### src/rtl/lcd_ctrl_pkg.sv
// Shared types and constants for the memory-mapped character-LCD controller.
package lcd_ctrl_pkg;

    typedef enum logic [2:0] {
        ST_IDLE,
        ST_SETUP,
        ST_PULSE,
        ST_HOLD,
        ST_WAIT
    } lcd_state_e;

    typedef struct packed {
        logic       rs;
        logic [7:0] dat;
    } lcd_entry_t;

    // o_status bit positions; level occupies four bits starting at STAT_LVL_LSB
    localparam int STAT_BUSY    = 0;
    localparam int STAT_ON      = 1;
    localparam int STAT_FULL    = 2;
    localparam int STAT_LVL_LSB = 3;
    localparam int STAT_OVF     = 7;

    localparam int CTRL_ON      = 0;
    localparam int CTRL_CLR_OVF = 1;

    localparam logic [7:0] LCD_CLEAR = 8'h01;
    localparam logic [7:0] LCD_HOME  = 8'h02;

    // Clear and home are the only instructions needing the long execution wait
    function automatic logic is_long_cmd(lcd_entry_t e);
        return !e.rs && ((e.dat == LCD_CLEAR) || (e.dat == LCD_HOME));
    endfunction

endpackage

### src/rtl/lcd_cmd_fifo.sv
// Command/data FIFO: DEPTH entries of WIDTH bits, power-of-two pointers plus a separate count.
// Latency: a pushed entry is visible on pop_dat one cycle after the push edge.
// Backpressure: push_rdy is low when full unless a pop occurs in the same cycle; pops when empty are ignored.
module lcd_cmd_fifo #(
    parameter int DEPTH = 4,
    parameter int WIDTH = 9,
    localparam int PTR_W = $clog2(DEPTH),
    localparam int LVL_W = $clog2(DEPTH + 1)
) (
    input  logic             core_clk,
    input  logic             arst_n,
    input  logic             push_vld,
    output logic             push_rdy,
    input  logic [WIDTH-1:0] push_dat,
    input  logic             pop_vld,
    output logic [WIDTH-1:0] pop_dat,
    output logic             full,
    output logic             empty,
    output logic [LVL_W-1:0] level
);

    logic [WIDTH-1:0] mem [DEPTH];
    logic [PTR_W-1:0] wr_ptr;
    logic [PTR_W-1:0] rd_ptr;
    logic             push_acc;
    logic             pop_acc;

    assign empty    = (level == '0);
    assign full     = (level == LVL_W'(DEPTH));
    assign pop_acc  = pop_vld && !empty;
    assign push_rdy = !full || pop_acc;
    assign push_acc = push_vld && push_rdy;
    assign pop_dat  = mem[rd_ptr];

    always_ff @(posedge core_clk or negedge arst_n) begin
        if (!arst_n) begin
            wr_ptr <= '0;
            rd_ptr <= '0;
            level  <= '0;
        end else begin
            if (push_acc) wr_ptr <= wr_ptr + PTR_W'(1);
            if (pop_acc)  rd_ptr <= rd_ptr + PTR_W'(1);
            if (push_acc && !pop_acc)      level <= level + LVL_W'(1);
            else if (!push_acc && pop_acc) level <= level - LVL_W'(1);
        end
    end

    always_ff @(posedge core_clk) begin
        if (push_acc) mem[wr_ptr] <= push_dat;
    end

endmodule

### src/rtl/lcd_ctrl.sv
// HD44780-style LCD controller: queues stores and sequences RS/DATA/EN with setup, pulse, hold and exec waits.
// Latency: an entry pushed into an idle, empty controller is popped onto RS/DATA on the next edge.
// Backpressure: none toward the CPU; pushes into a full FIFO are dropped and flagged as sticky overflow.
module lcd_ctrl
    import lcd_ctrl_pkg::*;
#(
    parameter int FIFO_DEPTH   = 4,
    parameter int SETUP_CYC    = 2,
    parameter int PULSE_CYC    = 12,
    parameter int HOLD_CYC     = 2,
    parameter int CMD_WAIT_CYC = 2000,
    parameter int CLR_WAIT_CYC = 82000
) (
    input  logic        i_clk,
    input  logic        i_reset,
    input  logic        i_wr_en,
    input  logic        i_wr_sel,
    input  logic [8:0]  i_wr_data,
    output logic [31:0] o_status,
    output logic [7:0]  o_lcd_data,
    output logic        o_lcd_rs,
    output logic        o_lcd_rw,
    output logic        o_lcd_en,
    output logic        o_lcd_on
);

    localparam int CNT_W = $clog2(CLR_WAIT_CYC + 1);
    localparam int LVL_W = $clog2(FIFO_DEPTH + 1);

    lcd_state_e       state;
    lcd_state_e       state_nxt;
    logic [CNT_W-1:0] cnt;
    logic [CNT_W-1:0] cnt_nxt;
    logic             en_nxt;
    logic             pop;
    logic             push_vld;
    logic             push_rdy;
    logic             ctrl_wr;
    logic             fifo_full;
    logic             fifo_empty;
    logic [LVL_W-1:0] level;
    logic             ovf;
    lcd_entry_t       head;
    lcd_entry_t       cur;

    assign push_vld = i_wr_en && !i_wr_sel;
    assign ctrl_wr  = i_wr_en && i_wr_sel;

    lcd_cmd_fifo #(
        .DEPTH (FIFO_DEPTH),
        .WIDTH ($bits(lcd_entry_t))
    ) u_fifo (
        .core_clk (i_clk),
        .arst_n   (i_reset),
        .push_vld (push_vld),
        .push_rdy (push_rdy),
        .push_dat (i_wr_data),
        .pop_vld  (pop),
        .pop_dat  (head),
        .full     (fifo_full),
        .empty    (fifo_empty),
        .level    (level)
    );

    always_comb begin
        state_nxt = state;
        cnt_nxt   = cnt - CNT_W'(1);
        en_nxt    = 1'b0;
        pop       = 1'b0;
        unique case (state)
            ST_IDLE: begin
                cnt_nxt = cnt;
                if (!fifo_empty) begin
                    pop       = 1'b1;
                    state_nxt = ST_SETUP;
                    cnt_nxt   = CNT_W'(SETUP_CYC - 1);
                end
            end
            ST_SETUP: begin
                if (cnt == '0) begin
                    state_nxt = ST_PULSE;
                    cnt_nxt   = CNT_W'(PULSE_CYC - 1);
                    en_nxt    = 1'b1;
                end
            end
            ST_PULSE: begin
                en_nxt = 1'b1;
                if (cnt == '0) begin
                    state_nxt = ST_HOLD;
                    cnt_nxt   = CNT_W'(HOLD_CYC - 1);
                    en_nxt    = 1'b0;
                end
            end
            ST_HOLD: begin
                if (cnt == '0) begin
                    state_nxt = ST_WAIT;
                    cnt_nxt   = is_long_cmd(cur) ? CNT_W'(CLR_WAIT_CYC - 1)
                                                 : CNT_W'(CMD_WAIT_CYC - 1);
                end
            end
            ST_WAIT: begin
                if (cnt == '0) state_nxt = ST_IDLE;
            end
            default: begin
                state_nxt = ST_IDLE;
                cnt_nxt   = '0;
            end
        endcase
    end

    // Reset clears EN asynchronously so a mid-pulse abort never leaves the strobe high
    always_ff @(posedge i_clk or negedge i_reset) begin
        if (!i_reset) begin
            state    <= ST_IDLE;
            cnt      <= '0;
            o_lcd_en <= 1'b0;
            cur      <= '0;
        end else begin
            state    <= state_nxt;
            cnt      <= cnt_nxt;
            o_lcd_en <= en_nxt;
            if (pop) cur <= head;
        end
    end

    always_ff @(posedge i_clk or negedge i_reset) begin
        if (!i_reset) begin
            o_lcd_on <= 1'b0;
            ovf      <= 1'b0;
        end else begin
            if (ctrl_wr) o_lcd_on <= i_wr_data[CTRL_ON];
            if (ctrl_wr && i_wr_data[CTRL_CLR_OVF]) ovf <= 1'b0;
            else if (push_vld && !push_rdy)         ovf <= 1'b1;
        end
    end

    assign o_lcd_data = cur.dat;
    assign o_lcd_rs   = cur.rs;
    assign o_lcd_rw   = 1'b0;

    always_comb begin
        o_status                       = '0;
        o_status[STAT_BUSY]            = (state != ST_IDLE) || !fifo_empty;
        o_status[STAT_ON]              = o_lcd_on;
        o_status[STAT_FULL]            = fifo_full;
        o_status[STAT_LVL_LSB +: 4]    = 4'(level);
        o_status[STAT_OVF]             = ovf;
    end

endmodule

### config.mk
export PLATFORM = sky130hd
export DESIGN_NAME = lcd_ctrl
export DESIGN_NICKNAME = d
export VERILOG_FILES = /design/src/rtl/lcd_ctrl_pkg.sv /design/src/rtl/lcd_cmd_fifo.sv /design/src/rtl/lcd_ctrl.sv
export SDC_FILE = /design/constraint.sdc
export NUM_CORES = 1
export LEC_CHECK = 0
export CAP_MARGIN = 20
export CORE_ASPECT_RATIO = 1.1
export CORE_MARGIN = 10
export CORE_UTILIZATION = 54
export DETAILED_ROUTE_END_ITERATION = 10
export HOLD_SLACK_MARGIN = 0.08
export PLACE_DENSITY_LB_ADDON = 0.08
export SLEW_MARGIN = 10
export SYNTH_ARGS = -nofsm -noshare
export SYNTH_HDL_FRONTEND = slang
export SYNTH_SLANG_ARGS = --single-unit
### constraint.sdc
create_clock -name i_clk -period 3 [get_ports i_clk]
set_input_delay 0.9 -clock i_clk [delete_from_list [all_inputs] [get_ports i_clk]]
set_output_delay 0.9 -clock i_clk [all_outputs]
set_load 0.02 [all_outputs]
Yosys cells after proc, flatten, opt, wreduce, memory -nomap -nowiden
Memories as Yosys holds them, arrays and structs flattened. A register that Yosys moved wholly into a read port is not among the register bits.
Cells that the tools add are included.
{"block": "classes", "n_reduce_logical": 27, "n_shift": 0, "n_div": 0, "n_mux": 23, "n_bitwise": 0, "n_lt_le_gt_ge": 0, "n_addsub": 5, "eq_ne": 12, "mul": 0}
{"operator": "two-way mux 17 bit", "n": 5}
{"operator": "case mux 17 bit (5 select lines)", "n": 1}
{"operator": "two-way mux 3 bit", "n": 7}
{"operator": "zero test 17 bit", "n": 1}
{"operator": "subtractor 17 x 1 -> 17 bit, second input constant", "n": 1}
{"operator": "case mux 3 bit (5 select lines)", "n": 1}
{"operator": "inequality test 2 bit, second input constant", "n": 5}
{"operator": "logical AND 1 bit", "n": 9}
{"operator": "== test 8 x 1 -> 1 bit, second input constant", "n": 1}
{"operator": "== test 8 x 2 -> 1 bit, second input constant", "n": 1}
{"operator": "zero test 1 bit", "n": 8}
{"operator": "two-way mux 1 bit", "n": 8}
{"operator": "== test 3 x 2 -> 1 bit, second input constant", "n": 2}
{"operator": "== test 3 bit, second input constant", "n": 2}
{"operator": "zero test 3 bit", "n": 2}
{"operator": "AND reduction 5 bit", "n": 1}
{"operator": "adder 2 x 1 -> 2 bit, second input constant", "n": 2}
{"operator": "nonzero test 2 bit", "n": 2}
{"operator": "adder 3 x 1 -> 3 bit, second input constant", "n": 1}
{"operator": "== test 3 x 1 -> 1 bit, second input constant", "n": 1}
{"operator": "logical OR 1 bit", "n": 3}
{"operator": "nonzero test 3 bit", "n": 1}
{"operator": "subtractor 3 x 1 -> 3 bit, second input constant", "n": 1}
{"operator": "case mux 1 bit (2 select lines)", "n": 1}
{"block": "word_totals", "word_cells": 76, "out_inout_bits": 44, "ramBits": 36, "reg_bits": 30, "latchBits": 0, "inputBits": 13, "memories": 1, "romBits": 0}
{"memory": "u_fifo.mem", "depth": 4, "word_bits": 9, "rd": 1, "rd_clocked_by_memory_dff": 1, "write_ports": 1, "line": "lcd_cmd_fifo.sv:22", "source": "logic [WIDTH-1:0] mem [DEPTH];"}

Logic depth before layout (Yosys ltp)
{"block": "logic_depth", "ltp_word": 10, "mapped_depth": 9, "depth_no_buf": 9}

Modules after synthesis
Synthesis repeated with hierarchy kept, for this count alone.
{"block": "hier_totals", "hier_cells": 316, "hier_area_um2": 3856.2}
{"mod": "lcd_ctrl", "area_per_inst_um2": 2130.8, "n_inst": 1, "cells_per_inst": 232, "seq_area_each_um2": 800.8}
{"mod": "lcd_cmd_fifo", "area_per_inst_um2": 1725.4, "n_inst": 1, "cells_per_inst": 84, "seq_area_each_um2": 1256.2}

Worst setup path after synthesis
Ideal clock, no wire load.
{"block": "synth_path", "kind": "input to register", "start": "input port i_wr_sel", "end": "register u_fifo.level[2]", "setup_ns": 0.080, "t_required_ns": 2.920, "setup_slack_ns": 0.451, "path_buffers": 0, "cell_stages": 7, "arrival_time_ns": 2.470, "path_cell_list": "nor3b_1 -> ha_1 -> inv_1 -> fa_1 -> xor2_1 -> nor2_1 -> xor2_1"}
{"block": "synth_between", "elab_chain_len": 6, "word_cells_on_any_way": 8, "cone_classes": "1 x mux; 7 x reduce/logical"}
{"element": "start: declaration", "line": "lcd_ctrl.sv:17", "source": "input logic i_wr_sel,"}
{"element": "zero test 1 bit *", "line": "lcd_ctrl.sv:46", "source": "assign push_vld = i_wr_en && !i_wr_sel;"}
{"element": "logical AND 1 bit *", "line": "lcd_ctrl.sv:46"}
{"element": "logical AND 1 bit *", "line": "lcd_cmd_fifo.sv:32", "source": "assign push_acc = push_vld && push_rdy;"}
{"element": "zero test 1 bit", "line": "lcd_cmd_fifo.sv:44", "source": "else if (!push_acc && pop_acc) level <= level - LVL_W'(1);"}
{"element": "logical AND 1 bit", "line": "lcd_cmd_fifo.sv:44"}
{"element": "nonzero test 2 bit (no source line)"}
{"element": "end signal: assignment", "line": "lcd_cmd_fifo.sv:43", "source": "if (push_acc && !pop_acc) level <= level + LVL_W'(1);"}
{"element": "end signal: assignment", "line": "lcd_cmd_fifo.sv:44"}
{"element": "end: declaration", "line": "lcd_cmd_fifo.sv:19", "source": "output logic [LVL_W-1:0] level"}
Every way passes the cells marked *; elsewhere a longest branch is shown, timed or not.
A chain may end at the register's enable or synchronous reset.

Worst setup path after layout
{"block": "layout_path", "start": "register state[2]", "end": "output port o_status[0]"}
{"block": "layout_between", "elab_chain_len": 2}
{"element": "start: declaration", "line": "lcd_ctrl.sv:30", "source": "lcd_state_e state;"}
{"element": "start signal: assignment", "line": "lcd_ctrl.sv:119", "source": "state <= state_nxt;"}
{"element": "nonzero test 3 bit", "line": "lcd_ctrl.sv:143", "source": "o_status[STAT_BUSY] = (state != ST_IDLE) || !fifo_empty;"}
{"element": "logical OR 1 bit", "line": "lcd_ctrl.sv:143"}
{"element": "end: declaration", "line": "lcd_ctrl.sv:19", "source": "output logic [31:0] o_status,"}
Every way passes these cells.

==> metrics.yaml <==
cts:
  clkSinkCount: 75
  clk_latency_ns: 0.35
  path_clk_slew_ns: 0.09
  cts_made_buffers: 9
  cts_root_buffer: "clkbuf_8"
  htree_levels: 3
  postCtsHoldBufs: 0
  cts_tree: "yes"
  postCtsSetupBuffers: 0
  cts_resized: 0
  clock_path_buffers: 2
place:
  port_buffers: 30
  pre_cts_ws_ns: 0.1340
  dp.final_hpwl_um: 5545
  globalplace.congestion: 0.8087
run:
  max-cap-violations: 0
routing:
  vias: 2479
  drtPass1Iterations: 4
  routed_wl_um: 7527
  wl_per_cell_um: 17.18
  drc: 0
  viasPerCell: 5.660
  drtAntennaViolNets: 0
  initialDrtViolationCount: 134
power_and_ir_drop:
  peakVddDrop_uv: 612.1
  leakage_nw: 1.704
  fin_total_pwr_mw: 3.770
  power_density_mw_per_mm2: 879.8
worst_setup_path:
  cp_data_arrival_time_ns: 1.91
  crit_fanout: 3
  critPathKind: "flip-flop to output port"
  cp-end-kind: "output port"
  worstPathRequired_ns: 2.10
  startpoint_type: "flip-flop"
  worst_r2r_path_depth: 7
cells_and_area:
  syn_to_final_growth_pct: 13.83
  nNetsFinal: 372
  final_util: 0.6423
  drive_gt1_frac: 0.1545
  antenna_cells: 0
yosys:
  postSynthAreaPerCell_um2: 11.99
  yosys-top-cells-count: "dfrtp_1, edfxtp_1, buf_4"
  synth-edff-count: 36
  ys_ff_latch: 75
  ys_warn_count: 0
  synth_cell_types: 55
  synth_top_area_share: 0.2871
  synth_area_leaders: "edfxtp_1, dfrtp_1, buf_4"
  synth_area_leader_cell: "edfxtp_1"
  synth_seq_area_share: 0.5464
  synth_ff_type: "dfrtp_1"
  yosysMostFrequentCell: "dfrtp_1"
  async_flop_share: 0.5200
  synth_cells: 314
  syn-cell-area_mm2: 0.003765
grt:
  grt_max_degree: 40
  grt_pass1_wl_um: 12610
  grt_pass1_vias: 2562
  grtUsageTotal: 0.1466
  antenna_found_initial: 0
  grt_overflow_total: 0
die:
  core_area_mm2: 0.006671
  row_count: 31
  start_util: 0.5643
  die_x_um: 99.61
  die-area_mm2: 0.01072
  die_y_um: 107.6
  ios: 57
sta:
  finalCritPeriodShare: 0.9351
  setup_ws_ns: 0.1946
  fin_setup_tns_ns: 0
  min_period_ns: 2.805
  slew-limit-headroom: 0.4010
  slew_violations: 0
  skew_ns: 0.007598
  hold-worst-slack_ns: 0.5115
  worstMarginPinSlew_ns: 0.8985
  rsz0062_at_grt: "false"
  fmax_mhz: 356.5
  finalHoldViolations: 0
  setup_viol: 0
outcome:
  status: "finished, final reports clean"
worst_hold_path:
  holdPathStages: 1
  holdCritPathClass: "flip-flop to flip-flop"
[kinds of logic (layout without fill, tap and decap cells)]
group	Yosys count	count (layout)	share of synthesized area
adders and majority gates	8	8	0.02858
buffers and inverters	52	69	0.08275
and+or+nand+nor	92	92	0.1316
other	1	26	0.0009961
muxes	23	23	0.09505
xor gates and xnor gates	11	11	0.02559
AOI/OAI and AO/OA	52	52	0.08907
DFF	75	75	0.5464
[critical path, stage by stage (launching register included)]
cell             delay (ns)
dfrtp_1                0.38
nor3_1                 0.31
and2_1                 0.20
clkinv_1               0.11
clkdlybuf4s50_1        0.55
[stage by stage]
step                      instances  area (um^2)
final                           438         4285
after global routing            438         4285
after CTS                       438         4285
after detailed placement        422         4069
after global placement          422         4069
after floorplan                 339         3859
[final cells by class]
class | count | area (um^2)
multi-input cells | 212 | 1490
repair buffers | 40 | 370.4
clock inverters | 7 | 92.59
clock buffers | 9 | 123.9
fillers | 540 | 2386
inverters | 13 | 48.80
well taps | 82 | 102.6
flip-flops and latches | 75 | 2057
[placed cells by master (no fill, tap or decap), types with 2 or more instances in the layout]
master / Yosys / routed
dfrtp_1: 39 / 39
edfxtp_1: 36 / 36
clkdlybuf4s50_1: 0 / 29
conb_1: 1 / 26
nand2_1: 25 / 25
o21ai_0: 14 / 14
nor3_1: 13 / 13
a21oi_1: 13 / 13
mux2_2: 12 / 12
inv_1: 11 / 11
nor2_1: 11 / 11
buf_4: 29 / 10
mux4_2: 9 / 9
clkbuf_8: 0 / 9
and2_1: 8 / 8
nor4_1: 8 / 8
xor2_1: 7 / 7
ha_1: 7 / 7
nand3_1: 6 / 6
xnor2_1: 4 / 4
inv_6: 0 / 4
nor2b_1: 3 / 3
or4_4: 3 / 3
o22ai_1: 3 / 3
o32ai_1: 3 / 3
nor3b_1: 2 / 2
nand2b_1: 2 / 2
or3_2: 2 / 2
clkinv_1: 2 / 2
o21a_1: 2 / 2
and3_1: 2 / 2
o211ai_1: 2 / 2
a31oi_1: 2 / 2
mux2i_1: 2 / 2
[per-layer routing]
| layer | GRT usage | vias up | wire [um] |
|---|---|---|---|
| li1 | - | 1177 | - |
| met1 | 0.1687 | 1222 | 3116 |
| met2 | 0.2477 | 64 | 3854 |
| met3 | 0.03597 | 16 | 367 |
| met4 | 0.07480 | 0 | 189 |
| met5 | 0 | - | 0 |
[where the power goes]
group          internal, mW  leakage (nW)  switching [mW]
Sequential             1.37         0.793           0.325
Clock                 0.409         0.110           0.429
Combinational         0.638         0.801           0.604
Total                  2.41          1.70            1.36
[sequential cells by signal, indices dropped and copies added, names as in the netlist]
name,flops
u_fifo.level,3
o_lcd_en,1
o_lcd_data,8
cnt,17
o_lcd_on,1
ovf,1
o_lcd_rs,1
u_fifo.mem,36
u_fifo.wr_ptr,2
state,3
u_fifo.rd_ptr,2
[final timing paths]
path,from,end,slack [ns]
max,state[2],o_status[0],0.19
min,cnt[12],cnt[12],0.51
max reg2reg,cnt[0],cnt[9],0.42
min reg2reg,cnt[12],cnt[12],0.51
max in group asynchronous,i_reset,o_lcd_en,1.78
min in group asynchronous,i_reset,o_lcd_data[5],0.67
(Power assumes the default switching activity.)
